### config.mk
export PLATFORM = sky130hd
export DESIGN_NAME = reflet_bus_bridge_flat
export DESIGN_NICKNAME = d
export VERILOG_FILES = /design/src/rtl/reflet_bus_bridge_if.sv /design/src/rtl/reflet_bus_bridge.sv /design/src/flat_wrapper.sv
export SDC_FILE = /design/constraint.sdc
export NUM_CORES = 1
export LEC_CHECK = 0
export ABC_AREA = 1
export CORE_ASPECT_RATIO = 0.5
export CORE_MARGIN = 3
export CORE_UTILIZATION = 38
export DETAILED_ROUTE_END_ITERATION = 6
export PLACE_DENSITY = 0.66
export SLEW_MARGIN = 15
export SYNTH_ARGS = -nofsm -noshare
export SYNTH_HDL_FRONTEND = slang
export SYNTH_SLANG_ARGS = --single-unit
### constraint.sdc
create_clock -name clk -period 3.56 [get_ports clk]
set_clock_uncertainty 0.05 [all_clocks]
set_input_delay 1.068 -clock clk [delete_from_list [all_inputs] [get_ports clk]]
set_output_delay 1.068 -clock clk [all_outputs]
set_load 0.03 [all_outputs]
### src/rtl/reflet_bus_bridge_if.sv
// reflet_bus_bridge_if -- the memory-side request/acknowledge bus of the
// Reflet CPU bus bridge. The bridge holds the master modport and the memory
// holds the slave modport.
interface reflet_bus_bridge_if #(
    parameter int wordsize = 16
);
    logic [wordsize-1:0] bus_addr;
    logic [wordsize-1:0] bus_wdata;
    logic                bus_we;
    logic                bus_req;
    logic                bus_ack;
    logic [wordsize-1:0] bus_rdata;
    logic                bus_error;

    modport master (
        output bus_addr,
        output bus_wdata,
        output bus_we,
        output bus_req,
        output bus_error,
        input  bus_ack,
        input  bus_rdata
    );

    modport slave (
        input  bus_addr,
        input  bus_wdata,
        input  bus_we,
        input  bus_req,
        input  bus_error,
        output bus_ack,
        output bus_rdata
    );
endinterface

### src/rtl/reflet_bus_bridge.sv
// reflet_bus_bridge -- turns the Reflet CPU's combinational memory port into
// single registered bus transactions. The CPU is stalled until the access it
// presents matches the last completed transaction (the tag), so a held access
// is issued exactly once.
// Optional feature: define REFLET_BUS_TIMEOUT_EN to abort a transaction after
// timeout_cycles REQ cycles without bus_ack (reads return all-ones and
// bus_error pulses). Without it, REQ waits for bus_ack indefinitely.
module reflet_bus_bridge #(
    parameter int wordsize       = 16,
    parameter int timeout_cycles = 255
) (
    input  logic                clk,
    input  logic                reset,
    input  logic [wordsize-1:0] cpu_addr,
    input  logic [wordsize-1:0] cpu_data_out,
    input  logic                cpu_write_en,
    output logic [wordsize-1:0] cpu_data_in,
    output logic                stall,
    reflet_bus_bridge_if.master bus
);
    localparam logic [0:0] ST_IDLE = 1'b0;
    localparam logic [0:0] ST_REQ  = 1'b1;

    // Elaboration-time parameter sanity checks
    if (!(wordsize == 8 || wordsize == 16 || wordsize == 32 || wordsize == 64)) begin : g_bad_wordsize
        $error("reflet_bus_bridge: wordsize must be 8, 16, 32 or 64");
    end
    if (timeout_cycles < 1) begin : g_bad_timeout
        $error("reflet_bus_bridge: timeout_cycles must be at least 1");
    end

    logic [0:0]          state_q,     state_d;
    logic                tag_valid_q, tag_valid_d;
    logic [wordsize-1:0] tag_addr_q,  tag_addr_d;
    logic [wordsize-1:0] tag_wdata_q, tag_wdata_d;
    logic                tag_we_q,    tag_we_d;
    logic [wordsize-1:0] bus_addr_q,  bus_addr_d;
    logic [wordsize-1:0] bus_wdata_q, bus_wdata_d;
    logic                bus_we_q,    bus_we_d;
    logic [wordsize-1:0] data_in_q,   data_in_d;
    logic                load_tag;
    logic                match;

`ifdef REFLET_BUS_TIMEOUT_EN
    localparam int CNT_W = $clog2(timeout_cycles + 1);
    localparam logic [CNT_W-1:0] CNT_LAST = CNT_W'(timeout_cycles - 1);

    logic [CNT_W-1:0] cnt_q, cnt_d;
    logic             error_q, error_d;

    assign bus.bus_error = error_q;
`else
    assign bus.bus_error = 1'b0;
`endif

    // A hit means the CPU is re-presenting the access that last completed;
    // write data only matters for writes.
    assign match = tag_valid_q
                && (cpu_addr == tag_addr_q)
                && (cpu_write_en == tag_we_q)
                && (!cpu_write_en || (cpu_data_out == tag_wdata_q));

    assign stall         = (state_q == ST_REQ) || ((state_q == ST_IDLE) && !match);
    assign cpu_data_in   = data_in_q;
    assign bus.bus_addr  = bus_addr_q;
    assign bus.bus_wdata = bus_wdata_q;
    assign bus.bus_we    = bus_we_q;
    assign bus.bus_req   = (state_q == ST_REQ);

    // Next-state logic: issue on a miss in IDLE, retire on ack (or timeout) in REQ
    always_comb begin
        // NOTE: every target gets a default up front so no path leaves a
        // variable unassigned, which would infer a latch.
        state_d     = state_q;
        tag_valid_d = tag_valid_q;
        tag_addr_d  = tag_addr_q;
        tag_wdata_d = tag_wdata_q;
        tag_we_d    = tag_we_q;
        bus_addr_d  = bus_addr_q;
        bus_wdata_d = bus_wdata_q;
        bus_we_d    = bus_we_q;
        data_in_d   = data_in_q;
        load_tag    = 1'b0;
`ifdef REFLET_BUS_TIMEOUT_EN
        cnt_d       = cnt_q;
        error_d     = 1'b0;
`endif
        case (state_q)
            ST_IDLE: begin
                if (!match) begin
                    bus_addr_d  = cpu_addr;
                    bus_wdata_d = cpu_data_out;
                    bus_we_d    = cpu_write_en;
                    state_d     = ST_REQ;
`ifdef REFLET_BUS_TIMEOUT_EN
                    cnt_d       = '0;
`endif
                end
            end
            ST_REQ: begin
                if (bus.bus_ack) begin
                    if (!bus_we_q) begin
                        data_in_d = bus.bus_rdata;
                    end
                    load_tag = 1'b1;
                    state_d  = ST_IDLE;
                end
`ifdef REFLET_BUS_TIMEOUT_EN
                else if (cnt_q == CNT_LAST) begin
                    if (!bus_we_q) begin
                        data_in_d = '1;
                    end
                    load_tag = 1'b1;
                    error_d  = 1'b1;
                    state_d  = ST_IDLE;
                end else begin
                    cnt_d = cnt_q + CNT_W'(1);
                end
`endif
            end
            default: state_d = ST_IDLE;
        endcase

        if (load_tag) begin
            tag_valid_d = 1'b1;
            tag_addr_d  = bus_addr_q;
            tag_wdata_d = bus_wdata_q;
            tag_we_d    = bus_we_q;
        end
    end

    // State registers with synchronous active-low reset
    always_ff @(posedge clk) begin
        // NOTE: sequential state uses non-blocking assignments so every
        // register samples the pre-edge values of the others.
        if (!reset) begin
            state_q     <= ST_IDLE;
            tag_valid_q <= 1'b0;
            tag_addr_q  <= '0;
            tag_wdata_q <= '0;
            tag_we_q    <= 1'b0;
            bus_addr_q  <= '0;
            bus_wdata_q <= '0;
            bus_we_q    <= 1'b0;
            data_in_q   <= '0;
`ifdef REFLET_BUS_TIMEOUT_EN
            cnt_q       <= '0;
            error_q     <= 1'b0;
`endif
        end else begin
            state_q     <= state_d;
            tag_valid_q <= tag_valid_d;
            tag_addr_q  <= tag_addr_d;
            tag_wdata_q <= tag_wdata_d;
            tag_we_q    <= tag_we_d;
            bus_addr_q  <= bus_addr_d;
            bus_wdata_q <= bus_wdata_d;
            bus_we_q    <= bus_we_d;
            data_in_q   <= data_in_d;
`ifdef REFLET_BUS_TIMEOUT_EN
            cnt_q       <= cnt_d;
            error_q     <= error_d;
`endif
        end
    end
endmodule

### src/flat_wrapper.sv
// flat-port wrapper written by rule: the top's interface ports become plain ports
module reflet_bus_bridge_flat 
#(
    parameter int wordsize       = 16,
    parameter int timeout_cycles = 255
)
  (clk, reset, cpu_addr, cpu_data_out, cpu_write_en, cpu_data_in, stall, bus_bus_addr, bus_bus_wdata, bus_bus_we, bus_bus_req, bus_bus_error, bus_bus_ack, bus_bus_rdata);
  reflet_bus_bridge_if #(.wordsize(wordsize)) bus_i ();
  input  logic clk;
  input  logic reset;
  input  logic [wordsize-1:0] cpu_addr;
  input  logic [wordsize-1:0] cpu_data_out;
  input  logic cpu_write_en;
  output logic [wordsize-1:0] cpu_data_in;
  output logic stall;
  output wire logic [$bits(bus_i.bus_addr)-1:0] bus_bus_addr;
  output wire logic [$bits(bus_i.bus_wdata)-1:0] bus_bus_wdata;
  output wire logic [$bits(bus_i.bus_we)-1:0] bus_bus_we;
  output wire logic [$bits(bus_i.bus_req)-1:0] bus_bus_req;
  output wire logic [$bits(bus_i.bus_error)-1:0] bus_bus_error;
  input wire logic [$bits(bus_i.bus_ack)-1:0] bus_bus_ack;
  input wire logic [$bits(bus_i.bus_rdata)-1:0] bus_bus_rdata;
  assign bus_bus_addr = bus_i.bus_addr;
  assign bus_bus_wdata = bus_i.bus_wdata;
  assign bus_bus_we = bus_i.bus_we;
  assign bus_bus_req = bus_i.bus_req;
  assign bus_bus_error = bus_i.bus_error;
  assign bus_i.bus_ack = bus_bus_ack;
  assign bus_i.bus_rdata = bus_bus_rdata;
  reflet_bus_bridge #(.wordsize(wordsize), .timeout_cycles(timeout_cycles)) u_core (.clk(clk), .reset(reset), .cpu_addr(cpu_addr), .cpu_data_out(cpu_data_out), .cpu_write_en(cpu_write_en), .cpu_data_in(cpu_data_in), .stall(stall), .bus(bus_i));
endmodule
Word-level counts from Yosys, hierarchy flattened. Cells that the tools add are included.

Bits in registers: 84. Input port bits: 52. Output and inout port bits: 52.

Reductions and logical operators: 10. Bitwise logic cells: 3. Equality and inequality tests: 3. Multiplexer cells: 5.

Operators by type and width (number): 16-bit equality test (2); 1-bit logical AND (4); 1-bit 2-to-1 mux (4); 1-bit NOT (3); 3-bit AND reduction (1); 1-bit zero test (2); 1-bit logical OR (2); 1-bit case mux with 2 select lines (1); 2-bit AND reduction (1); 1-bit equality test (1).

Depth between registers and ports, before layout. Gate-level depths: netlist of the first run.

Word-level depth: 7. Mapped depth: 14. Depth with buffers taken out: 12.

Worst setup path after synthesis of the first run. Ideal clock, no wire load.

Path type: input to output. Start point: input cpu_addr[6]. End point: output stall. Buffers on the path: 0. Path slack: 0.618 ns. Stages on the path: 8. Arrival: 1.824 ns. Cells stage by stage: inv_2 nor2_1 nor2_1 nand2_1 nor2_1 nand3_1 nor2_1 nand3_1.

Cells in the longest elaborated chain, start to end: 7.

RTL lines: start, declared (line flat_wrapper.sv:11) `input logic [wordsize-1:0] cpu_addr;`; 16-bit equality test (line reflet_bus_bridge.sv:59) `&& (cpu_addr == tag_addr_q)`; 1-bit logical AND (line reflet_bus_bridge.sv:59); 1-bit logical AND (line reflet_bus_bridge.sv:60) `&& (cpu_write_en == tag_we_q)`; 1-bit logical AND (line reflet_bus_bridge.sv:61) `&& (!cpu_write_en || (cpu_data_out == tag_wdata_q));`; 1-bit zero test (line reflet_bus_bridge.sv:63) `assign stall = (state_q == ST_REQ) || ((state_q == ST_IDLE) && !match);`; 1-bit logical AND (line reflet_bus_bridge.sv:63); 1-bit logical OR (line reflet_bus_bridge.sv:63); end, declared (line flat_wrapper.sv:15) `output logic stall;`.

No other way between the ends.

Worst setup path in the final report of the first run.
Start point: input cpu_addr[11]. End point: output stall.

The elaborated chain is that of the path after synthesis.

==> results of run 1 <==
layout by cell type, fill, tap and decap left out, drive strengths merged, types with 3 or more instances in the layout:
master	netlist	layout
o22ai	3	3
nand2	81	81
dlymetal6s2s	0	11
xnor2	9	9
clkdlybuf4s50	0	86
nor2	115	115
dfxtp	84	84
buf	11	25
clkbuf	21	10
o21ai	49	49
xor2	3	3
a21oi	51	51
inv	56	56
dlygate4sd2	0	3
nand3	41	41
critical path: stages:
cell and delay (ns):
sky130_fd_sc_hd__clkdlybuf4s50_1 0.50, sky130_fd_sc_hd__inv_1 0.06, sky130_fd_sc_hd__nand2_1 0.06, sky130_fd_sc_hd__nand4_1 0.08, sky130_fd_sc_hd__nor2_1 0.11, sky130_fd_sc_hd__nand3_1 0.12, sky130_fd_sc_hd__nor2_4 0.13, sky130_fd_sc_hd__nand3_2 0.10
sky130_fd_sc_hd__buf_6 0.15
through the flow:
stage / cell area (um2) / cells / worst slack (ns)
6_report: 5200 / 755 / 0.0623
5_1_grt: 5200 / 755 / 0.00231
3_5_place_dp: 4820 / 737 / -0.560
4_1_cts: 5140 / 753 / 0.00780
3_3_place_gp: 4820 / 737 / -0.566
2_1_floorplan: 3650 / 530 / 0.618
cell type report:
class                   instances  area [um2]
well taps                     117         146
repair buffers                125        1230
fillers                       871        3810
inverters                      56         210
multi-input cells             358        1630
clock inverters                 5        77.6
clock buffers                  10         229
flip-flops and latches         84        1680
worst min-delay path by stage:
stage,start,to,slack (ns),cells after the start
floorplan,u_core.tag_wdata_q[1],u_core.tag_wdata_q[1],0.39,2
global placement,u_core.tag_valid_q,u_core.tag_valid_q,0.40,2
detailed placement,u_core.tag_wdata_q[3],u_core.tag_wdata_q[3],0.41,2
CTS,u_core.tag_wdata_q[13],u_core.tag_wdata_q[13],0.42,2
global route,u_core.tag_wdata_q[3],u_core.tag_wdata_q[3],0.44,2
finish,u_core.tag_wdata_q[3],u_core.tag_wdata_q[3],0.42,2
power by group through the flow:
| stage | logic (mW) | clock network (mW) | registers (mW) |
|---|---|---|---|
| 6_report | 0.456 | 0.969 | 1.05 |
| 5_1_grt | 0.503 | 1.04 | 1.06 |
| 4_1_cts | 0.459 | 0.997 | 1.05 |
| 3_5_place_dp | 0.457 | 0 | 1.07 |
| 3_3_place_gp | 0.454 | 0 | 1.07 |
| 2_1_floorplan | 0.179 | 0 | 1.15 |
registers in the layout (all words and copies together), names as in the netlist:
register              count
u_core.bus.bus_req        1
u_core.tag_addr_q        16
u_core.tag_wdata_q       16
u_core.bus.bus_wdata     16
u_core.bus.bus_addr      16
u_core.tag_valid_q        1
u_core.tag_we_q           1
u_core.bus.bus_we         1
u_core.cpu_data_in       16
timing repair:
action	in CTS	in global routing
endpoints found under the setup margin	1	1
resized for setup	13	18
setup buffers	1	2
pin swaps	5	12
metal layers:
| layer | vias up | GRT usage [%] | share of wire, % | wire length [um] |
|---|---|---|---|---|
| met3 | 7 | 5.77 | 5.7 | 525 |
| met4 | 0 | 4.03 | 0.69 | 64 |
| met2 | 83 | 29.7 | 47 | 4370 |
| met5 | - | 0 | 0 | 0 |
| met1 | 1571 | 21.6 | 46 | 4270 |
| li1 | 1874 | - | - | - |
cells by family after synthesis:
logic type,share of synthesized area (%)
buf+inv,10.0
compound gates,14.4
xor+xnor,2.88
flops,46.1
other cells,0.103
simple gates,26.5
==> results by stage, run 1 <==
Setup path:
- The maximum fanout along the worst path is 2.
- The critical path class is in2out.
- In this run the worst setup path terminates at stall.
- STA puts the critical path data arrival time at 2.38 ns.
- The worst register-to-register path begins at u_core.tag_wdata_q[5].
- STA classifies the critical path endpoint as a primary output.
- The length in cells of the worst reg-to-reg path is 12.
- STA classifies the critical path startpoint as a primary input.
- The launch point of the worst path is cpu_addr[11].
- At the worst endpoint, the required time is 2.44 ns.
- The flop-to-flop setup slack is 1.65 ns.
- The endpoint of the most critical register-to-register path is u_core.bus.bus_addr[11].

Place:
- In this run the tool buffered the top-level ports with 102 buffer cells.
- The weighted congestion reported at the end of routability-driven placement is a little over 0.8.
- The HPWL after detailed placement is 6.10 mm.

Pwr:
- The portion of total power attributed to combinational logic is 18.4%.
- The worst-case IR drop observed on VDD is approximately 0.00025 V.
- The net switching power is 0.655 mW.
- The internal power component is about 1.8 mW.
- Sequential cells burn 42.5% of the power.
- Of the total power, the share spent switching nets is 26.4%.
- The areal power density over the cells is 476 nW/um2.
- The static leakage is 2.41 nW.
- The share of total power in the clock network is 39.1%.
- The design draws approximately 2.5 mW.

Finish:
- Measured on the finished design, the core utilization comes to 57.7%.
- In the final layout, the share of cells above drive strength 1 is between 8 and 9%.
- The layout overhead on the synthesized area is 42.5%.
- The antenna cell count is 0.
- The net count of the finished layout is approximately 690.

STA:
- The number of hold violations in the final report is 0.
- The fraction of the cycle the final worst path needs is ~100%.
- The number of pins with negative max-slew slack in the final report came to 0.
- The normalized max-slew margin is 54.8%.
- The pin slew with the least headroom to its limit is 0.678 ns.
- Setup repair after global routing left no endpoint under its margin.
- The final-report setup violation count is 0.
- The highest clock rate is 286 MHz.
- The total negative slack for setup checks is 0 ns.
- Hold is met by 0.415 ns.
- The clock period could shrink to approximately 3.5 ns.

Floorplanning:
- In this run the vertical extent of the chip is 75.3 um.
- The effective utilization at floorplan is approximately two fifths.
- The cell row count is 24.
- The placeable core region is around 9000 um2.
- The number of primary I/O pins is around 100.
- The floorplan die width is 145 um.
- The floorplan step defined a die boundary enclosing roughly 11000 um2.

Global route:
- The number of antenna violations at the first check in global routing was 0.
- The number of global-route vias before repair came to 3223.
- The first global-routing pass estimated 15.1 mm of wire.
- Entering global routing, the biggest net connects 67 pins.
- The total grt overflow is 0.
- The global routing usage summed across all routing layers is 17.3%.

Synthesis:
- The mapped netlist covers 3650 um2.
- By area the synthesized netlist is led by sky130_fd_sc_hd__dfxtp_1 (46%), sky130_fd_sc_hd__nor2_1 (12%), sky130_fd_sc_hd__nand2_1 (8.3%).
- The proportion of synthesized flip-flops having asynchronous set or reset is 0%.
- The number of library cell types mapped by synthesis is 21.
- The sequential share of the synthesized area is 46.1%.
- Counting instances in the post-synthesis netlist gives the leading cell types as sky130_fd_sc_hd__nor2_1 (115), sky130_fd_sc_hd__dfxtp_1 (84), sky130_fd_sc_hd__nand2_1 (81).
- The number of register bits inferred by synthesis is 84.
- The count of warnings emitted by yosys is 0.
- The number of enable-type register cells in the synthesized netlist is 0.
- The post-synth net total is roughly 580.
- Dividing the synthesized area by the synthesized cell count gives 6.89 um2.
- The top-area cell type share of the netlist area is 46.1%.
- In the synthesized netlist the dominant register cell turns out to be sky130_fd_sc_hd__dfxtp_1.
- Counting every instance in the synthesized netlist gives 530.
- The most common cell in the synthesized netlist is sky130_fd_sc_hd__nor2_1.
- The largest area contributor in the netlist is sky130_fd_sc_hd__dfxtp_1.

Drt:
- The number of routed nets with antenna violations is 0.
- Dividing the detail-routed wire length by the instance count gives 12.2 um.
- The first-pass iteration count of the detailed router is 4.
- For this run, design rule violations remaining after detail routing come to 0.
- The number of vias per cell is 4.68.
- Wires add up to 9.23 mm.
- The detailed router finished its first iteration with 151 violations.
- The via count is 3535.

CTS:
- The clock sink total is 84.
- The number of buffers on the longest clock path is 2.
- TritonCTS built the clock tree.
- The latest clock arrival within the worst-skew pair is 0.33 ns.
- The master cell of the clock root buffer is sky130_fd_sc_hd__clkbuf_16.
- The CTS H-tree depth is 3.
- Clock-pin slew was measured on the worst setup and hold paths at 0.06 ns.
- Counting the buffers created by CTS gives 9.
- The hold buffer count at cts is 0.

Worst hold path:
- The class of the worst hold path is reg2reg.

Run:
- The number of max-cap violations is 0.

Outcome:
- The flow ran to the end, and the final reports show no timing, DRC or antenna violations.
(Power assumes the default switching activity.)
==> run 2, diff against run 1 <==
--- a/config.mk
+++ b/config.mk
@@ -15,3 +15,4 @@
 export SYNTH_ARGS = -nofsm -noshare
 export SYNTH_HDL_FRONTEND = slang
 export SYNTH_SLANG_ARGS = --single-unit
+export TNS_END_PERCENT = 5
==> results of run 2 <==
Same layout as run 1: the final DEF is identical, and so are final timing and power.
